$ cat src/rtl/ifetch_req_ctrl.sv
// Instruction-fetch request sequencer: picks the next fetch PC, drives the cache-bus request handshake,
// and tracks outstanding requests so beats belonging to cancelled fetches are dropped.
module ifetch_req_ctrl #(
    parameter int          MAX_OUT  = 4,
    parameter logic [31:0] RESET_PC = 32'hbfc00000
) (
    input  logic                           clk,
    input  logic                           rst,
    input  logic                           cp0_redir_i,
    input  logic [31:0]                    cp0_pc_i,
    input  logic                           sba_redir_i,
    input  logic [31:0]                    sba_pc_i,
    input  logic                           bsc_redir_i,
    input  logic [31:0]                    bsc_pc_i,
    input  logic                           pred_take_i,
    input  logic [31:0]                    pred_dest_i,
    input  logic                           allowin_i,
    output logic                           inst_req_o,
    output logic [31:0]                    inst_addr_o,
    input  logic                           inst_addr_ok_i,
    input  logic                           inst_data_ok_i,
    output logic                           rsp_valid_o,
    output logic [31:0]                    rsp_vaddr_o,
    output logic [$clog2(MAX_OUT+1)-1:0]   out_cnt_o
);
    localparam int PW = $clog2(MAX_OUT);
    localparam int CW = $clog2(MAX_OUT+1);
    localparam logic [CW-1:0] MAX_CNT = CW'(MAX_OUT);

    typedef enum logic [1:0] {S_IDLE, S_FETCH, S_HOLD, S_REDIR} state_t;

    state_t          state, state_nxt;
    logic [31:0]     pc;
    logic [31:0]     redir_pc;
    logic            redir_pend;
    logic [31:0]     fifo [MAX_OUT];
    logic [PW-1:0]   wr_ptr, rd_ptr;
    logic [CW-1:0]   out_cnt, stale_cnt;

    logic            cancel, push, pop;
    logic [31:0]     cancel_pc, nxt_pc;

    always_comb begin
        cancel    = cp0_redir_i | sba_redir_i | bsc_redir_i;
        cancel_pc = cp0_redir_i ? cp0_pc_i : (sba_redir_i ? sba_pc_i : bsc_pc_i);
        nxt_pc    = pred_take_i ? pred_dest_i : {pc[31:4] + 28'd1, 4'b0};
        push      = inst_req_o & inst_addr_ok_i;
        pop       = inst_data_ok_i && (out_cnt != '0);
    end

    // State register
    always_ff @(posedge clk) begin
        if (!rst) state <= S_IDLE;
        else      state <= state_nxt;
    end

    // Next-state logic: a held request must complete before any redirect takes effect
    always_comb begin
        state_nxt = state;
        case (state)
            S_IDLE:  state_nxt = S_FETCH;
            S_FETCH: if (inst_req_o && !inst_addr_ok_i) state_nxt = S_HOLD;
            S_HOLD:  if (inst_addr_ok_i) state_nxt = (redir_pend || cancel) ? S_REDIR : S_FETCH;
            S_REDIR: state_nxt = S_FETCH;
            default: state_nxt = S_IDLE;
        endcase
    end

    // Output logic
    always_comb begin
        inst_req_o = 1'b0;
        case (state)
            S_FETCH: inst_req_o = allowin_i && (out_cnt != MAX_CNT) && !cancel;
            S_HOLD:  inst_req_o = 1'b1;
            default: inst_req_o = 1'b0;
        endcase
        inst_addr_o = pc;
        rsp_valid_o = pop && (stale_cnt == '0) && !cancel;
        rsp_vaddr_o = fifo[rd_ptr];
        out_cnt_o   = out_cnt;
    end

    always_ff @(posedge clk) begin
        if (!rst) begin
            pc         <= RESET_PC;
            redir_pend <= 1'b0;
            wr_ptr     <= '0;
            rd_ptr     <= '0;
            out_cnt    <= '0;
            stale_cnt  <= '0;
        end else begin
            case (state)
                S_IDLE:  if (cancel) pc <= cancel_pc;
                S_FETCH: begin
                    if (cancel)    pc <= cancel_pc;
                    else if (push) pc <= nxt_pc;
                end
                S_HOLD:  if (inst_addr_ok_i && !redir_pend && !cancel) pc <= nxt_pc;
                S_REDIR: pc <= cancel ? cancel_pc : redir_pc;
                default: pc <= pc;
            endcase
            redir_pend <= (state == S_HOLD) ? (redir_pend | cancel) : 1'b0;
            if (push) wr_ptr <= wr_ptr + PW'(1);
            if (pop)  rd_ptr <= rd_ptr + PW'(1);
            out_cnt <= out_cnt + CW'(push) - CW'(pop);
            // Everything still in flight after a cancel is stale, including a request accepted
            // under a redirect latched during HOLD.
            if (cancel)
                stale_cnt <= out_cnt + CW'(push) - CW'(pop);
            else
                stale_cnt <= stale_cnt - CW'(pop && (stale_cnt != '0)) + CW'(push && redir_pend);
        end
    end

    always_ff @(posedge clk) begin
        if (cancel) redir_pc <= cancel_pc;
        if (push)   fifo[wr_ptr] <= pc;
    end
endmodule

$ cat config.mk
export PLATFORM = sky130hd
export DESIGN_NAME = ifetch_req_ctrl
export DESIGN_NICKNAME = d
export VERILOG_FILES = /design/src/rtl/ifetch_req_ctrl.sv
export SDC_FILE = /design/constraint.sdc
export NUM_CORES = 1
export LEC_CHECK = 0
export CAP_MARGIN = 20
export CELL_PAD_IN_SITES_DETAIL_PLACEMENT = 2
export CELL_PAD_IN_SITES_GLOBAL_PLACEMENT = 2
export CORE_AREA = 3 3 246 127
export DETAILED_ROUTE_END_ITERATION = 12
export DIE_AREA = 0 0 249 130
export GPL_TIMING_DRIVEN = 0
export PLACE_DENSITY_LB_ADDON = 0.1
export SYNTH_ARGS = -nofsm -noshare
export SYNTH_HDL_FRONTEND = slang
export SYNTH_SLANG_ARGS = --single-unit
$ cat constraint.sdc
create_clock -name clk -period 3.5 [get_ports clk]
set_clock_uncertainty 0.05 [all_clocks]
set_input_delay 0.7 -clock clk [delete_from_list [all_inputs] [get_ports clk]]
set_output_delay 0.7 -clock clk [all_outputs]
set_load 0.01 [all_outputs]
# After elaboration in Yosys (flattened, before gate mapping)
# Memory sizes are Yosys's and may differ from the RTL's. A register that Yosys moved wholly into a read port is not among the register bits.
# Index checks and enable logic that the tools add are counted.
# word_totals
inputBits	137
mem_bits_rw	128
memories	1
regBits	77
# memory_table
name	words	width	rd	rd_clocked_by_memory_dff	wr	line	rtl
fifo	4	32	1	1	1	36	logic [31:0] fifo [MAX_OUT];
# classes
bitwise	4
n_reduce_logical	22
n_eq_ne	9
n_addsub	7
muxes	19
# op_table
operator	count
$mux 32	8
$pmux 32 s4	1
$add 28x1->28 const B	1
$logic_and 1x1->1	10
$mux 2	5
$ne 2x2->1 const B	4
$add 3x1->3	2
$ne 3x3->1 const B	2
$pmux 2 s3	1
$reduce_bool 3->1	2
$sub 3x1->3	2
$add 2x1->2 const B	2
$eq 2x2->1 const B	2
$reduce_and 2->1	2
$logic_not 1->1	3
$logic_not 3->1	1
$mux 3	1
$or 1x1->1	3
$reduce_and 3->1	1
$eq 2x1->1 const B	1
$logic_not 2->1	1
$mux 1	2
$pmux 1 s2	1
$reduce_or 2->1	1
2 further kinds	2

# Logic depth before layout (Yosys ltp)
# Gate-level depths: netlist (run 1).
# depth
depth_word	9
depth_mapped	14
ltp_nobuf	13

# Worst setup path before layout (run 1)
# Ideal clock, no wire load.
# synth_timing
path_kind	input -> register
startpoint	input port cp0_redir_i
endpoint	register stale_cnt[2]
setup_ps	86
cell_stages	13
arrival_time_ps	3126
path_buffers	2
required_ps	3364
setup_slack_ps	239
cell_sequence	buf_4 nor3_2 a21oi_1 clkbuf_1 nor3_2 inv_1 ha_1 inv_1 ha_1 fa_1 xnor2_1 nor2_1 a211oi_1
# synth_between
elab_chain_len	9
# synth_lines
item	line	rtl
start, declared	9	input logic cp0_redir_i,
$or 1x1->1 * (2 in a row)	44	cancel = cp0_redir_i | sba_redir_i | bsc_redir_i;
$logic_not 1->1	73	S_FETCH: inst_req_o = allowin_i && (out_cnt != MAX_CNT) && !cancel;
$logic_and 1x1->1	73	
$pmux 1 s2	72	case (state)
$and 1x1->1	47	push = inst_req_o & inst_addr_ok_i;
$add 3x1->3 or $logic_and 1x1->1 (tied branches)	109, 111	
$sub 3x1->3 or $add 3x1->3 (tied branches)	109, 111	
$mux 3 *	108	if (cancel)
end signal, assigned	109	stale_cnt <= out_cnt + CW'(push) - CW'(pop);
end signal, assigned	111	stale_cnt <= stale_cnt - CW'(pop && (stale_cnt != '0)) + CW'(push && redir_pend);
end, declared	38	logic [CW-1:0] out_cnt, stale_cnt;
# Mark *: on every way between the ends. The rest lies on a longest branch, timed or not.
# A chain may end at the register's enable or synchronous reset.

# Final worst setup path (run 1)
# layout_timing
startpoint	input port bsc_redir_i
endpoint	output port rsp_valid_o
# layout_between
elab_chain_len	3
# layout_lines
item	line	rtl
start, declared	13	input logic bsc_redir_i,
$or 1x1->1	44	
$logic_not 1->1	78	rsp_valid_o = pop && (stale_cnt == '0) && !cancel;
$logic_and 1x1->1	78	
end, declared	22	output logic rsp_valid_o,
# Every way passes these cells.

==> impl_metrics.py, run 1 <==
metrics = {
    "grt": {
        "grt_pass1_vias": 8469,
        "grt_pass1_wl_um": 55700,
        "grt_max_degree": 33,
        "grtUsageTotal": 0.230,
        "antenna_found_initial": 1,
        "gr-total-overflow": 0,
        "use_met2": 0.380,
        "gr-usage-met3": 0.0349,
        "top_usage_layer": "met2",
        "met1_usage": 0.330,
    },
    "finish": {
        "fin_cells": 1460,
        "areaGrowthSynthToFinish_pct": 34.1,
        "fill_cells": 2922,
        "final_net_count": 1208,
        "drive_above_1_share": 0.105,
        "antenna_cells": 0,
        "fin_area_um2": 12900,
    },
    "timing": {
        "setup_viol": 0,
        "tns_ns": 0,
        "fmax_mhz": 297,
        "hold_violations": 0,
        "min_period_ns": 3.37,
        "drv_slew": 0,
        "max_slew_margin": 0.336,
        "period_share": 0.961,
        "rsz0062_at_grt": "no",
        "worst_slew_pin_slew_ns": 0.996,
    },
    "place": {
        "dp_cells": 1422,
        "hpwlAfterDp_um": 28200,
        "dpl_cell_area_um2": 12200,
        "portBuffers": 202,
        "place_congestion": 0.803,
    },
    "yosys": {
        "synthTopCellsByArea": "edfxtp_1, dfxtp_1, mux4_2",
        "synthMostInstantiatedCell": "edfxtp_1",
        "synth_ff_type": "edfxtp_1",
        "syn_nets": 981,
        "synthArstFlopShare": 0,
        "avgSynthCellArea_um2": 11.7,
        "yosysTopAreaCell": "edfxtp_1",
        "synthesis.area_um2": 9650,
        "synth.top_cells.by_count": "edfxtp_1, nand2_1, dfxtp_1, o21ai_0, nor2_1",
        "yosysWarnings": 0,
        "synth_seq_cells": 207,
        "synthCells": 827,
        "ys_seq_area_frac": 0.562,
        "yosysUniqueCellTypes": 60,
        "synth.top_cell.area_share": 0.398,
        "synth_edf_count": 128,
    },
    "clock_tree": {
        "cts_tree": "done",
        "clock_latency_ns": 0.52,
        "ctsLongestPathBuffers": 3,
        "clock_sinks": 207,
        "cts-buffers-inserted": 21,
        "cts.clk_slew.worst_paths_ns": 0.07,
        "root_buffer": "clkbuf_16",
        "cts_htree_levels": 1,
        "hold_buffers": 0,
    },
    "routing": {
        "drc": 0,
        "ant_nets": 0,
        "firstDrtPassIters": 5,
        "routed_wl_um": 37500,
        "vias": 7861,
        "drt_iter0_markers": 505,
        "wl_per_cell_um": 25.7,
        "vias_per_cell": 5.38,
    },
    "critical_path": {
        "required_ns": 2.75,
        "start_kind": "input port",
        "arrival_ns": 2.62,
        "crit_type": "input port to output port",
        "critical_path.max_fanout": 19,
        "endpoint_kind": "output port",
    },
    "floorplanning": {
        "rows": 44,
        "start_util": 0.333,
        "die_w_um": 249,
        "core-area_um2": 29000,
        "io_pins": 206,
        "die_h_um": 130,
        "dieArea_um2": 32400,
    },
    "pwr": {
        "finalPower_mw": 8.96,
        "vdd_drop_max_mv": 0.296,
        "leakage_nw": 4.55,
        "p_per_area_nw_per_um2": 692,
    },
    "outcome": {
        "status": "finished clean",
    },
    "min_path": {
        "hold_class": "flip-flop to flip-flop",
    },
    "job": {
        "maxCapViolCount": 0,
    },
}
==> critical path: stages <==
cell and delay [ns]:
clkdlybuf4s50_1 0.47, nor3_4 0.33, clkbuf_4 0.38, and3_1 0.20, clkdlybuf4s50_1 0.54
==> cell type report <==
cell class	instances	area (um^2)	share of cell area
sequential	207	5430	0.419
multi-input combinational	546	3950	0.305
timing repair buffer	205	2070	0.160
clock buffer	25	571	0.0441
tap	391	489	0.0378
buffer	54	249	0.0192
clock inverter	13	119	0.00918
inverter	19	71.3	0.00551
==> cell families after synthesis <==
family	Yosys count	synth area share
AOI/OAI and AO/OA	190	0.126
xor gates and xnor gates	29	0.0263
DFF	207	0.562
buffers and inverters	74	0.0319
and+or+nand+nor	239	0.115
muxes	71	0.116
adders and majority gates	17	0.0236
==> per-stage QoR <==
| step | hold WS (ns) | util | setup slack, ns |
|---|---|---|---|
| 3_3_place_gp | 0.369 | 0.419 | -1.32 |
| 6_report | 0.403 | 0.446 | 0.135 |
| 5_1_grt | 0.420 | 0.446 | 0.00476 |
| 3_5_place_dp | 0.384 | 0.421 | -1.20 |
| 4_1_cts | 0.400 | 0.445 | 0.00443 |
| 2_1_floorplan | 0.357 | - | 0.239 |
==> report_power, final <==
part	switching [mW]	total [mW]	internal, mW
Sequential	0.586	3.60	3.02
Clock	1.02	2.33	1.32
Combinational	1.58	3.02	1.45
==> final timing paths <==
kind / start / endpoint / slack [ns] / depth (start not counted)
worst max-delay path: bsc_redir_i / rsp_valid_o / 0.13 / 5
worst min-delay path: redir_pc[5]$_DFF_P_ / redir_pc[5]$_DFF_P_ / 0.40 / 2
worst max register to register: inst_addr_o[14]$_SDFFE_PN0P_ / inst_addr_o[23]$_SDFFE_PN1P_ / 0.39 / 7
worst min register to register: redir_pc[5]$_DFF_P_ / redir_pc[5]$_DFF_P_ / 0.40 / 2
==> repair_timing <==
item                                    CTS  global route
endpoints found under the setup margin  150            11
pin swaps                                 1             1
buffers inserted                          1             0
hold endpoints to repair                  0             0
gates resized for setup                  17             9
==> placed cells by master, fill, tap and decap left out, types with 4 or more instances in the layout <==
cell type        synthesis  final
o211ai_1                 4      4
xor2_1                  15     15
mux2_2                   4      4
xnor2_1                 14     14
a221oi_1                14     14
clkbuf_4                 0      4
mux4_2                  32     32
nand3_1                 21     21
o2bb2ai_1                4      4
ha_1                    15     15
o21ai_1                  7      7
nor3_1                   6      6
and2_1                  12      8
o221ai_1                 4      4
nand4_1                 11     11
nor2_1                  62     62
clkinv_2                 0      6
o21ai_0                 66     66
edfxtp_1               128    128
inv_1                   19     19
o31a_1                   4      4
a222oi_1                 4      4
clkbuf_1                32     30
buf_2                   15     16
and4_1                   6      6
a21oi_1                 49     48
clkbuf_16                0     21
dfxtp_1                 79     78
mux2i_1                 35     35
a22o_1                   5      5
a2111oi_0                4      4
and2_2                   0      4
nor4_1                   4      4
clkdlybuf4s50_1          0    202
nand2_1                 98     98
==> state kept, by name, summed over array words and instances, names as in the netlist, named ones only <==
register	cells
inst_addr_o	32
stale_cnt	3
rd_ptr	2
redir_pc	32
state	2
wr_ptr	2
fifo	128
out_cnt_o	3
redir_pend	1
==> layer usage <==
layer  wire length [um]  share of wire
met5                 13        0.00035
met2              17500           0.47
met4                344         0.0092
met1              17500           0.47
met3               2040          0.054
No activity file was read; power rests on OpenSTA's default activity.
==> inputs of run 2 (changes only) <==
CTS_CLUSTER_DIAMETER = 40   (was not set)
==> run 2 against run 1 <==
Routed wire length increased by 1.4%. Sequential share of layout area decreased by 0.87 points. Final area increased by 2.1%. Largest cell class unchanged. Via count increased by 0.19%. Worst hold slack got worse by 0.010 ns. Die area unchanged. Setup slack improved by 0.0061 ns. Fmax increased by 0.18%. Core utilization increased by 0.95 points. Combinational power about the same. Global-route usage increased by 0.25 points.
==> impl_metrics.py, run 2 (synthesis results as in run 1) <==
metrics = {
    "place": {
        "dp_cells": 1422,
        "portBuffers": 202,
        "hpwlAfterDp_um": 28200,
        "place_congestion": 0.803,
    },
    "pwr": {
        "p_per_area_nw_per_um2": 731,
        "leakage_nw": 4.69,
        "vdd_drop_max_mv": 0.397,
    },
    "critical_path": {
        "critical_path.max_fanout": 19,
        "crit_type": "input port to output port",
        "cpPeakStageDelay_ns": 0.54,
        "critPathSlowestCell": "clkdlybuf4s50_1",
        "critical_path_buf_inv_count": 3,
        "crit_family": "buffers and inverters",
        "start_kind": "input port",
        "required_ns": 2.75,
        "worstPathCellList": "clkdlybuf4s50_1 -> nor3_4 -> buf_4 -> and3_1 -> clkdlybuf4s50_1",
        "critPathMostFrequentCell": "clkdlybuf4s50_1",
        "endpoint_kind": "output port",
        "arrival_ns": 2.61,
    },
    "routing": {
        "ant_nets": 0,
        "wl_per_cell_um": 25.8,
        "firstDrtPassIters": 5,
        "routed_wl_um": 38000,
        "vias": 7876,
        "vias_per_cell": 5.35,
        "drc": 0,
        "drt_iter0_markers": 531,
    },
    "floorplanning": {
        "io_pins": 206,
        "rows": 44,
        "dieArea_um2": 32400,
        "die_w_um": 249,
        "start_util": 0.333,
        "core-area_um2": 29000,
        "die_h_um": 130,
    },
    "clock_tree": {
        "root_buffer": "clkbuf_16",
        "clock_latency_ns": 0.56,
        "clock_sinks": 207,
        "cts.clk_slew.worst_paths_ns": 0.05,
        "cts-buffers-inserted": 27,
        "ctsLongestPathBuffers": 3,
        "hold_buffers": 0,
        "cts_tree": "done",
        "cts_htree_levels": 1,
    },
    "timing": {
        "min_period_ns": 3.36,
        "hold_violations": 0,
        "fmax_mhz": 298,
        "rsz0062_at_grt": "no",
        "max_slew_margin": 0.326,
        "period_share": 0.960,
        "setup_viol": 0,
        "tns_ns": 0,
        "worst_slew_pin_slew_ns": 1.01,
        "drv_slew": 0,
    },
    "finish": {
        "largest_reg_flops": 128,
        "fin_cells": 1473,
        "final_net_count": 1215,
        "areaGrowthSynthToFinish_pct": 37.0,
        "drive_above_1_share": 0.113,
        "final_common_cell": "clkdlybuf4s50_1",
        "regMostFlops": "fifo",
        "final_cell_mix": "clkdlybuf4s50_1, edfxtp_1, nand2_1, dfxtp_1, o21ai_0",
        "antenna_cells": 0,
    },
    "grt": {
        "grtUsageTotal": 0.232,
        "grt_max_degree": 33,
        "antenna_found_initial": 1,
        "grt_pass1_vias": 8532,
        "gr-total-overflow": 0,
        "grt_pass1_wl_um": 56200,
    },
    "outcome": {
        "status": "finished clean",
    },
    "min_path": {
        "hold_class": "flip-flop to flip-flop",
    },
    "job": {
        "maxCapViolCount": 0,
    },
}
==> run 2: tightest hold or removal path, delay by kind of cell (launching register included) <==
family / cells / cell delay (ns)
AND/OR/NAND/NOR: 2 / 0.10
flip-flops: 1 / 0.30
==> run 2: area by class of cell <==
cell class,count,area (um^2)
fillers,2917,15800
flip-flops and latches,207,5430
multi-input cells,546,3940
repair buffers,206,2080
clock buffers,31,711
well taps,391,489
clock inverters,19,253
plain buffers,54,251
inverters,19,71.3
==> run 2: where the power goes <==
part           internal, mW  switching, mW  total, mW
combinational          1.45           1.59       3.04
clock                  1.84           1.17       3.01
sequential             3.02          0.588       3.61
total                  6.31           3.35       9.66
==> run 2: metrics by stage <==
step	cell area (um^2)	util	total power, mW	hold WS, ns	setup WS, ns
after CTS	13200	0.455	9.71	0.397	0.00504
after detailed placement	12200	0.421	6.64	0.384	-1.20
after global placement	12200	0.419	6.48	0.369	-1.32
after global routing	13200	0.456	10.1	0.424	0.0212
final	13200	0.456	9.66	0.392	0.141
after floorplan	9650	-	5.00	0.357	0.239
==> run 2: worst paths after layout <==
path | startpoint | to | slack (ns) | cells after the start
setup reg to reg | state[0]$_SDFFE_PN0P_ | stale_cnt[2]$_SDFF_PN0_ | 0.31 | 15
setup / recovery | bsc_redir_i | rsp_valid_o | 0.14 | 5
hold reg to reg | redir_pc[1]$_DFF_P_ | redir_pc[1]$_DFF_P_ | 0.39 | 2
hold / removal | redir_pc[1]$_DFF_P_ | redir_pc[1]$_DFF_P_ | 0.39 | 2
==> run 2: metal layers <==
metal	routed length [um]	global-route usage	up-vias
met5	13	0	-
met2	17800	0.387	182
met1	17600	0.328	4082
met3	2030	0.0382	35
met4	454	0.0343	2
li1	-	-	3575
==> run 2: what timing repair did <==
action                     4_1_cts  5_1_grt
setup endpoints to repair      123       12
hold endpoints to repair         0        0
pin swaps                        1        0
resized for setup               20        6
buffers inserted                 2        0
==> inputs of run 3 (changes only) <==
clock period = 3.4 ns   (was 3.5 ns; I/O delays follow)
==> run 3 against run 2 <==
Via count about the same. Flip-flop and latch count unchanged. Critical path depth decreased by 1. Sequential power increased by 3%. Worst hold slack about the same. Combinational power increased by 3%. Sequential share of layout area about the same. Register-to-register slack got worse by 0.09 ns.
==> impl_metrics.py, run 3 (synthesis results as in run 1) <==
metrics = {
    "routing": {
        "drc": 0,
        "wl_per_cell_um": 25.7,
        "firstDrtPassIters": 5,
        "vias": 7871,
        "ant_nets": 0,
        "routed_wl_um": 37900,
        "vias_per_cell": 5.34,
        "drt_iter0_markers": 510,
    },
    "outcome": {
        "status": "finished clean",
    },
    "floorplanning": {
        "io_pins": 206,
        "dieArea_um2": 32400,
        "core-area_um2": 29000,
        "start_util": 0.333,
        "die_w_um": 249,
        "rows": 44,
        "die_h_um": 130,
    },
    "finish": {
        "final_common_cell": "clkdlybuf4s50_1",
        "largest_reg_flops": 128,
        "multiInputGateArea_um2": 3930,
        "fill_cells": 2919,
        "areaGrowthSynthToFinish_pct": 36.9,
        "drive_above_1_share": 0.112,
        "fin_cells": 1473,
        "final_net_count": 1215,
        "regMostFlops": "fifo",
        "antenna_cells": 0,
        "fin_util": 0.455,
        "final_cell_mix": "clkdlybuf4s50_1, edfxtp_1, nand2_1, dfxtp_1, o21ai_0",
        "seq_area_um2": 5430,
    },
    "critical_path": {
        "required_ns": 2.67,
        "reg2reg_to": "inst_addr_o[23]$_SDFFE_PN1P_",
        "critical_path.max_fanout": 10,
        "arrival_ns": 2.56,
        "cpPeakStageDelay_ns": 0.56,
        "critPathSlowestCell": "mux4_2",
        "endpoint_kind": "output port",
        "crit_type": "flip-flop to output port",
        "worstPathCellList": "clkbuf_1 -> buf_4 -> mux4_2 -> clkdlybuf4s50_1",
        "rr_worst_depth": 7,
        "r2r-start": "inst_addr_o[14]$_SDFFE_PN0P_",
        "start_kind": "flip-flop",
        "r2r_slack_ns": 0.22,
    },
    "min_path": {
        "worstHoldStart": "redir_pc[1]$_DFF_P_",
        "holdPathStages": 2,
        "hold_path_end": "redir_pc[1]$_DFF_P_",
        "hold_class": "flip-flop to flip-flop",
    },
    "place": {
        "place_congestion": 0.803,
        "hpwlAfterDp_um": 28200,
        "portBuffers": 202,
        "dp_cells": 1422,
    },
    "pwr": {
        "power_frac_clock": 0.312,
        "seqPwrFrac": 0.374,
        "p_sw_mw": 3.44,
        "finalPower_mw": 9.93,
        "p_per_area_nw_per_um2": 752,
        "swShare": 0.347,
        "vdd_drop_max_mv": 0.397,
        "p_comb_frac": 0.314,
        "internal_power_mw": 6.49,
        "leakage_nw": 4.67,
    },
    "grt": {
        "gr-total-overflow": 0,
        "grtUsageTotal": 0.232,
        "grt_pass1_wl_um": 56200,
        "grt_max_degree": 33,
        "antenna_found_initial": 1,
        "grt_pass1_vias": 8527,
    },
    "clock_tree": {
        "cts.clk_slew.worst_paths_ns": 0.06,
        "root_buffer": "clkbuf_16",
        "cts_tree": "done",
        "cts_htree_levels": 1,
        "clock_sinks": 207,
        "cts-buffers-inserted": 27,
        "ctsLongestPathBuffers": 3,
        "hold_buffers": 0,
        "clock_latency_ns": 0.56,
    },
    "timing": {
        "hold_violations": 0,
        "setup_viol": 0,
        "worst_slew_pin_slew_ns": 1.02,
        "rsz0062_at_grt": "yes",
        "max_slew_margin": 0.323,
        "drv_slew": 0,
        "hold_ws_ns": 0.392,
        "fmax_mhz": 304,
        "min_period_ns": 3.29,
        "period_share": 0.968,
    },
    "job": {
        "maxCapViolCount": 0,
    },
}
## run 3: worst max path at each step
stage / from / end / depth (start not counted)
floorplan: cp0_redir_i / stale_cnt[2]$_SDFF_PN0_ / 13
global placement: bsc_redir_i / fifo[0][12]$_DFFE_PP_ / 6
detailed placement: bsc_redir_i / stale_cnt[2]$_SDFF_PN0_ / 13
CTS: flip-flop / rsp_vaddr_o[29] / 4
global route: flip-flop / rsp_vaddr_o[4] / 4
finish: flip-flop / rsp_vaddr_o[29] / 4
## run 3: final cells by class
| cell class | instances | share of cell area |
|---|---|---|
| Tap cell | 391 | 0.0370 |
| Sequential cell | 207 | 0.411 |
| Clock buffer | 31 | 0.0538 |
| Multi-Input combinational cell | 546 | 0.298 |
| Timing Repair Buffer | 206 | 0.157 |
| Inverter | 19 | 0.00540 |
| Buffer | 54 | 0.0190 |
| Clock inverter | 19 | 0.0191 |
## run 3: what timing repair did
action                                  CTS  global route
endpoints found under the setup margin  150             9
buffers inserted                          2             0
pin swaps                                 1             1
resized for setup                        23             1
## run 3: power by group through the flow
stage,logic (mW),registers (mW),clock network (mW)
floorplan,1.62,3.53,0
global placement,2.99,3.68,0
detailed placement,3.09,3.75,0
CTS,3.15,3.71,3.15
global route,3.39,3.77,3.26
finish,3.12,3.71,3.10
## run 3: worst max-delay path: cells and delay by family, from the launching register on
family,cells,cell delay [ns]
muxes,1,0.56
buffers and inverters,3,1.14
DFF,1,0.30
## run 3: stage by stage
stage               setup TNS [ns]  setup WS, ns  area (um^2)
floorplan                        0         0.159         9650
detailed placement         -113.61         -1.28        12200
global placement           -183.12         -1.40        12200
global route               -0.0385       -0.0150        13200
CTS                              0        0.0309        13200
finish                           0         0.109        13200
## run 3: layer usage
layer  global-route usage  wire length (um)  vias up
met3               0.0382              1820       36
met5                    0                13        -
met1                0.328             17700     4089
met2                0.387             17900      173
li1                     -                 -     3571
met4               0.0343               453        2
